$ cat src/rtl/mem_access_unit.sv
// Memory access unit sitting between the EX/MEM pipeline register and the
// data memory. Aligned requests pass straight through in one cycle. With
// SPLIT_EN set, misaligned half/word requests are broken into byte accesses
// over consecutive cycles while the pipeline is stalled. Without SPLIT_EN
// they are rejected with an error pulse.
module mem_access_unit #(
    parameter bit SPLIT_EN = 1'b1
) (
    input  logic        clk,
    input  logic        rst,
    input  logic        req_valid,
    input  logic [31:0] req_addr,
    input  logic [31:0] req_wdata,
    input  logic [2:0]  req_ctrl,
    input  logic        req_wr,
    input  logic        flush,
    output logic [31:0] address,
    output logic [31:0] dataWr,
    output logic [2:0]  dmCtrl,
    output logic        dmWr,
    input  logic [31:0] dataRd,
    output logic        stall,
    output logic [31:0] load_data,
    output logic        done,
    output logic        err
);

    typedef enum logic {
        IDLE,
        SPLIT
    } stateT;

    // Byte-access encodings used while splitting a request.
    localparam logic [2:0] CTRL_SB  = 3'b000;
    localparam logic [2:0] CTRL_LBU = 3'b100;

    stateT       state;
    logic [1:0]  cnt;
    logic [31:0] baseQ;
    logic [31:0] dataQ;
    logic [31:0] asmQ;
    logic        halfQ;
    logic        unsignedQ;
    logic        wrQ;

    logic        active;
    logic        legal;
    logic        aligned;
    logic        splitLast;
    logic [7:0]  storeByte;
    logic [31:0] asmNext;
    logic [31:0] splitResult;

    // Classify the incoming request: legal encoding and natural alignment.
    always_comb begin
        active  = req_valid && !flush;
        legal   = 1'b0;
        aligned = 1'b0;
        case (req_ctrl)
            3'b000, 3'b100: begin
                legal   = 1'b1;
                aligned = 1'b1;
            end
            3'b001, 3'b101: begin
                legal   = 1'b1;
                aligned = (req_addr[0] == 1'b0);
            end
            3'b010: begin
                legal   = 1'b1;
                aligned = (req_addr[1:0] == 2'b00);
            end
            default: begin
                legal   = 1'b0;
                aligned = 1'b0;
            end
        endcase
    end

    // Split bookkeeping: last byte detection, store byte select and the
    // assembled load value including the byte arriving this cycle.
    always_comb begin
        splitLast = halfQ ? (cnt == 2'd1) : (cnt == 2'd3);
        storeByte = dataQ[{cnt, 3'b000} +: 8];
        asmNext   = asmQ;
        asmNext[{cnt, 3'b000} +: 8] = dataRd[7:0];
        if (!halfQ) begin
            splitResult = asmNext;
        end else if (unsignedQ) begin
            splitResult = {16'h0000, asmNext[15:0]};
        end else begin
            splitResult = {{16{asmNext[15]}}, asmNext[15:0]};
        end
    end

    // Memory-side outputs for the access issued this cycle; reset forces the
    // write enable and stall low without waiting for a clock edge.
    always_comb begin
        address = req_addr;
        dataWr  = req_wdata;
        dmCtrl  = req_ctrl;
        dmWr    = 1'b0;
        stall   = 1'b0;
        if (!rst) begin
            case (state)
                IDLE: begin
                    if (active && legal) begin
                        if (aligned) begin
                            dmWr = req_wr;
                        end else if (SPLIT_EN) begin
                            dmCtrl = req_wr ? CTRL_SB : CTRL_LBU;
                            dataWr = {24'h000000, req_wdata[7:0]};
                            dmWr   = req_wr;
                            stall  = 1'b1;
                        end
                    end
                end
                SPLIT: begin
                    address = baseQ + {30'b0, cnt};
                    dmCtrl  = wrQ ? CTRL_SB : CTRL_LBU;
                    dataWr  = {24'h000000, storeByte};
                    if (!flush) begin
                        dmWr  = wrQ;
                        stall = !splitLast;
                    end
                end
                default: begin
                    dmWr  = 1'b0;
                    stall = 1'b0;
                end
            endcase
        end
    end

    // Request sequencing: completes aligned accesses, latches misaligned ones
    // and walks their bytes, and produces the done/err pulses.
    always_ff @(posedge clk or posedge rst) begin
        if (rst) begin
            state     <= IDLE;
            cnt       <= 2'd0;
            baseQ     <= 32'h0;
            dataQ     <= 32'h0;
            asmQ      <= 32'h0;
            halfQ     <= 1'b0;
            unsignedQ <= 1'b0;
            wrQ       <= 1'b0;
            load_data <= 32'h0;
            done      <= 1'b0;
            err       <= 1'b0;
        end else begin
            done <= 1'b0;
            err  <= 1'b0;
            case (state)
                IDLE: begin
                    if (active) begin
                        if (!legal || (!aligned && !SPLIT_EN)) begin
                            err <= 1'b1;
                        end else if (aligned) begin
                            done <= 1'b1;
                            if (!req_wr) begin
                                load_data <= dataRd;
                            end
                        end else begin
                            baseQ     <= req_addr;
                            dataQ     <= req_wdata;
                            halfQ     <= (req_ctrl[1:0] == 2'b01);
                            unsignedQ <= req_ctrl[2];
                            wrQ       <= req_wr;
                            asmQ      <= {24'h000000, dataRd[7:0]};
                            cnt       <= 2'd1;
                            state     <= SPLIT;
                        end
                    end
                end
                SPLIT: begin
                    if (flush) begin
                        cnt   <= 2'd0;
                        state <= IDLE;
                    end else begin
                        asmQ <= asmNext;
                        if (splitLast) begin
                            cnt   <= 2'd0;
                            state <= IDLE;
                            done  <= 1'b1;
                            if (!wrQ) begin
                                load_data <= splitResult;
                            end
                        end else begin
                            cnt <= cnt + 2'd1;
                        end
                    end
                end
                default: begin
                    cnt   <= 2'd0;
                    state <= IDLE;
                end
            endcase
        end
    end

endmodule

$ cat config.mk
export PLATFORM = sky130hd
export DESIGN_NAME = mem_access_unit
export DESIGN_NICKNAME = d
export VERILOG_FILES = /design/src/rtl/mem_access_unit.sv
export SDC_FILE = /design/constraint.sdc
export NUM_CORES = 1
export LEC_CHECK = 0
export CAP_MARGIN = 10
export CELL_PAD_IN_SITES_DETAIL_PLACEMENT = 0
export CELL_PAD_IN_SITES_GLOBAL_PLACEMENT = 1
export CORE_ASPECT_RATIO = 0.5
export CORE_MARGIN = 1.5
export CORE_UTILIZATION = 41
export DETAILED_ROUTE_END_ITERATION = 10
export GPL_TIMING_DRIVEN = 0
export PLACE_DENSITY = 0.83
export RECOVER_POWER = 50
export SLEW_MARGIN = 20
export SYNTH_ARGS = -nofsm -noshare
export SYNTH_HDL_FRONTEND = slang
export SYNTH_SLANG_ARGS = --single-unit
$ cat constraint.sdc
create_clock -name clk -period 9 [get_ports clk]
set_clock_uncertainty 0.15 [all_clocks]
set_input_delay 1.8 -clock clk [delete_from_list [all_inputs] [get_ports clk]]
set_output_delay 1.8 -clock clk [all_outputs]
set_load 0.05 [all_outputs]
==> impl_metrics.prom <==
# TYPE chip_impl_metric gauge
chip_impl_metric{name="detail_route.iter0.violations",unit=""} 428
chip_impl_metric{name="synthesized_area_fraction_occupied_by_ao_oa_aoi_and_oai_cells",unit=""} 0.1444
chip_impl_metric{name="met1_length",unit="mm"} 10.71
chip_impl_metric{name="relSlewSlack",unit=""} -0.09929
chip_impl_metric{name="post_synth_fa_ha_maj_area_fraction",unit=""} 0.01391
chip_impl_metric{name="power.density",unit="nW/um2"} 253.7
chip_impl_metric{name="hold_depth",unit=""} 1
chip_impl_metric{name="effective_utilization_at_floorplan",unit=""} 0.4197
chip_impl_metric{name="cts.clk_slew.worst_paths",unit="ns"} 0.06
chip_impl_metric{name="clk_path_buf_depth",unit=""} 2
chip_impl_metric{name="fmax",unit="MHz"} 143.5
chip_impl_metric{name="ys_warn_count",unit=""} 0
chip_impl_metric{name="worst_r2r_path_depth",unit=""} 9
chip_impl_metric{name="routed_wirelength",unit="mm"} 23.56
chip_impl_metric{name="grt_remaining_overflow",unit=""} 0
chip_impl_metric{name="worst_ir_drop_vdd",unit="V"} 0.0001946
chip_impl_info{name="grt_setup_unrepaired",value="no"} 1
chip_impl_metric{name="yosys.area_share.xor_xnor",unit=""} 0.01245
chip_impl_info{name="clock_tree_from_tritoncts",value="built"} 1
chip_impl_metric{name="critical_path_cell_count",unit=""} 7
chip_impl_info{name="critical-path-top-delay-family",value="buffers and inverters"} 1
chip_impl_info{name="outcome",value="finished with violations"} 1
chip_impl_metric{name="syn_avg_cell_area",unit="um2"} 10.36
chip_impl_metric{name="port-buffer-count",unit=""} 205
chip_impl_metric{name="critPathMaxStageDelay",unit="ns"} 0.80
chip_impl_info{name="worstReg2RegStart",value="cnt[0]"} 1
chip_impl_metric{name="synth_seq_area_share",unit=""} 0.4398
chip_impl_metric{name="detailedRoute.firstPassIterationCount",unit=""} 5
chip_impl_metric{name="async_reset_ff_frac",unit=""} 1.000
chip_impl_metric{name="syn2layout_area_growth",unit="%"} 38.55
chip_impl_metric{name="synth-simple-area-share",unit=""} 0.1814
chip_impl_metric{name="number_of_routed_nets_with_antenna_violations",unit=""} 0
chip_impl_info{name="rr_endpoint",value="load_data[20]"} 1
chip_impl_info{name="cp-startpoint",value="req_addr[1]"} 1
chip_impl_metric{name="synth_cells",unit=""} 747
chip_impl_metric{name="final-max-slew-violation-count",unit=""} 33
chip_impl_info{name="layout_commonest_cell",value="clkdlybuf4s50_1"} 1
chip_impl_info{name="post-synth-top-area-cell",value="dfrtp_1"} 1
chip_impl_metric{name="timing.final.setup_violations",unit=""} 0
chip_impl_metric{name="layout.nets",unit=""} 1084
chip_impl_metric{name="post-dp-hpwl",unit="mm"} 17.25
chip_impl_metric{name="standard_cell_area_after_detailed_placement",unit="um2"} 10150
chip_impl_metric{name="numCtsBuffers",unit=""} 17
chip_impl_metric{name="finalInstanceArea",unit="um2"} 10720
chip_impl_metric{name="antenna-diode-count",unit=""} 0
chip_impl_metric{name="post_synth_instance_area",unit="um2"} 7737
chip_impl_metric{name="floorplan.rows",unit=""} 35
chip_impl_metric{name="route.vias.total",unit=""} 6874
chip_impl_metric{name="critPathArrivalTime",unit="ns"} 5.02
chip_impl_metric{name="number_of_flops_mapped_to_enable_cells_by_yosys",unit=""} 0
chip_impl_metric{name="dieHeight",unit="um"} 100.1
chip_impl_metric{name="grt_pass1_vias",unit=""} 6741
chip_impl_metric{name="grt_usage",unit=""} 0.2424
chip_impl_metric{name="viasPerCell",unit=""} 5.526
chip_impl_info{name="critical_path.startpoint_type",value="input pin"} 1
chip_impl_metric{name="ys_ff_latch",unit=""} 136
chip_impl_info{name="violations_in_the_final_reports",value="capacitance limit, slew limit"} 1
chip_impl_metric{name="antenna_found_initial",unit=""} 0
chip_impl_info{name="top_layer_used",value="met4"} 1
chip_impl_info{name="cts-root-buf",value="clkbuf_16"} 1
chip_impl_metric{name="gpl_congestion",unit=""} 0.8657
chip_impl_metric{name="final_min_period_over_clock_period",unit=""} 0.7744
chip_impl_metric{name="post_cts_hold_buffer_count",unit=""} 0
chip_impl_metric{name="required",unit="ns"} 7.05
chip_impl_metric{name="finalWorstPathRequiredPeriod",unit="ns"} 6.970
chip_impl_info{name="ys_top_cells_by_area",value="dfrtp_1 44%, mux2_2 14%, nand2_1 3.7%"} 1
chip_impl_metric{name="crit_buf_inv",unit=""} 3
chip_impl_metric{name="wire_length_of_the_first_global_routing_pass",unit="mm"} 36.98
chip_impl_metric{name="synth_top_cell_area_share",unit=""} 0.4398
chip_impl_metric{name="worst_slew_pin_slew",unit="ns"} 1.640
chip_impl_metric{name="die_area",unit="um2"} 19760
chip_impl_info{name="timing.critical_path.to",value="dmCtrl[1]"} 1
chip_impl_metric{name="io_pins",unit=""} 207
chip_impl_metric{name="r2r_slack",unit="ns"} 5.47
chip_impl_info{name="endpoint_kind",value="output pin"} 1
chip_impl_info{name="category_of_the_most_critical_setup_path",value="input pin to output pin"} 1
chip_impl_info{name="timing.critical_path.slowest_stage_cell",value="clkdlybuf4s50_1"} 1
chip_impl_metric{name="static-leakage-power",unit="nW"} 4.293
chip_impl_metric{name="timing.max_cap.violations",unit=""} 1
chip_impl_metric{name="ctsResizeCount",unit=""} 0
chip_impl_info{name="worstHoldPathType",value="register to register"} 1
chip_impl_info{name="crit_chain",value="dlygate4sd3_1, or2_2, a32oi_1, o41a_1, clkbuf_1, and2_1, clkdlybuf4s50_1"} 1
chip_impl_metric{name="detailroute.wirelength.met2",unit="mm"} 11.04
chip_impl_metric{name="critPathMaxFanout",unit=""} 10
chip_impl_metric{name="cts.sink_count",unit=""} 136
chip_impl_info{name="main_combinational_cell_family_by_area_after_synthesis",value="simple AND/OR/NAND/NOR gates"} 1
chip_impl_metric{name="post_cts.repair.setup_buffers",unit=""} 0
chip_impl_metric{name="worstSkewPairLatency",unit="ns"} 0.42
chip_impl_metric{name="count_of_distinct_cell_types_in_the_synthesized_netlist",unit=""} 60
chip_impl_metric{name="drive_gt1_frac",unit=""} 0.1695
chip_impl_metric{name="core-area",unit="um2"} 18440
chip_impl_metric{name="post_drt_wl_per_cell",unit="um"} 18.93
chip_impl_metric{name="route.detailed.drc",unit=""} 0
chip_impl_metric{name="muxShareOfSynthArea",unit=""} 0.1688
chip_impl_metric{name="die_width",unit="um"} 197.3
chip_impl_metric{name="wl_met3",unit="mm"} 1.477
chip_impl_metric{name="syn-num-nets",unit=""} 859
chip_impl_metric{name="finalSetupTns",unit="ns"} 0
chip_impl_metric{name="cts_max_level",unit=""} 4
chip_impl_metric{name="final-hold-violation-count",unit=""} 0
chip_impl_metric{name="maximum_number_of_pins_on_one_net_before_global_route_repair",unit=""} 105
chip_impl_info{name="mostFrequentLayoutCells",value="168 x clkdlybuf4s50_1, 136 x dfrtp_1, 98 x mux2_2"} 1
chip_impl_info{name="postSynth.topFlopCell",value="dfrtp_1"} 1
## flip-flops by register name, indices dropped and copies added (netlist names)
signal,cells
asmQ,32
baseQ,32
cnt,2
dataQ,32
done,1
err,1
halfQ,1
load_data,32
state,1
unsignedQ,1
wrQ,1
## synthesized netlist by cell type (all sizes together) (9+ instances only)
| master | n |
|---|---|
| dfrtp | 136 |
| or4 | 12 |
| a32o | 16 |
| o21ai | 16 |
| inv | 9 |
| nor2b | 23 |
| o31ai | 14 |
| o211ai | 16 |
| buf | 31 |
| a22oi | 9 |
| nor3 | 11 |
| and2 | 33 |
| nand3 | 17 |
| a31oi | 26 |
| nand2 | 77 |
| clkbuf | 25 |
| nand4 | 14 |
| mux2 | 100 |
| nor2 | 43 |
| a21oi | 21 |
## report_power, final
part	total, W	switching, W	internal [W]	leakage (nW)
sequential	0.000918	0.000129	0.000789	1.66
combinational	0.00109	0.000656	0.000436	2.35
clock	0.000710	0.000272	0.000437	0.288
## per-stage QoR
step	total power, W	hold WS, ns	utilization	cells	worst slack (ns)
global route	0.002848	0.3587	0.5815	1244	1.912
global placement	0.002017	0.3210	0.5486	1211	1.220
CTS	0.002759	0.3545	0.5832	1244	2.079
finish	0.002719	0.3506	0.5815	1244	2.030
detailed placement	0.002041	0.3399	0.5505	1212	2.086
floorplan	0.001662	0.3094	-	747	3.411
## how the worst min path moves through the flow
stage | startpoint | slack, ns | endpoint
6_report | load_data[16] | 0.35 | load_data[16]
2_1_floorplan | dataQ[8] | 0.31 | dataQ[8]
4_1_cts | dataQ[19] | 0.35 | dataQ[19]
3_3_place_gp | dataQ[8] | 0.32 | dataQ[8]
5_1_grt | load_data[30] | 0.36 | load_data[30]
3_5_place_dp | dataQ[19] | 0.34 | dataQ[19]
## per-layer routing
| layer | vias up | global-route usage |
|---|---|---|
| met5 | - | 0 |
| met3 | 28 | 0.05276 |
| li1 | 3215 | - |
| met2 | 232 | 0.3979 |
| met1 | 3399 | 0.3290 |
| met4 | 0 | 0.05931 |
## area by class of cell
type | instances | area, um2
Fill cell | 1587 | 7716
Multi-Input combinational cell | 546 | 4013
Sequential cell | 136 | 3403
Timing Repair Buffer | 206 | 2079
Clock buffer | 22 | 484.2
Tap cell | 259 | 324.1
Buffer | 56 | 262.8
Clock inverter | 10 | 118.9
Inverter | 9 | 35.03
## kinds of logic after synthesis
| kind of cell | count (synthesis) |
|---|---|
| simple gates | 266 |
| compound gates | 153 |
| flops | 136 |
| mux | 108 |
| buf+inv | 65 |
| xor+xnor | 11 |
| fa+ha+maj | 8 |
(Power assumes the default switching activity.)
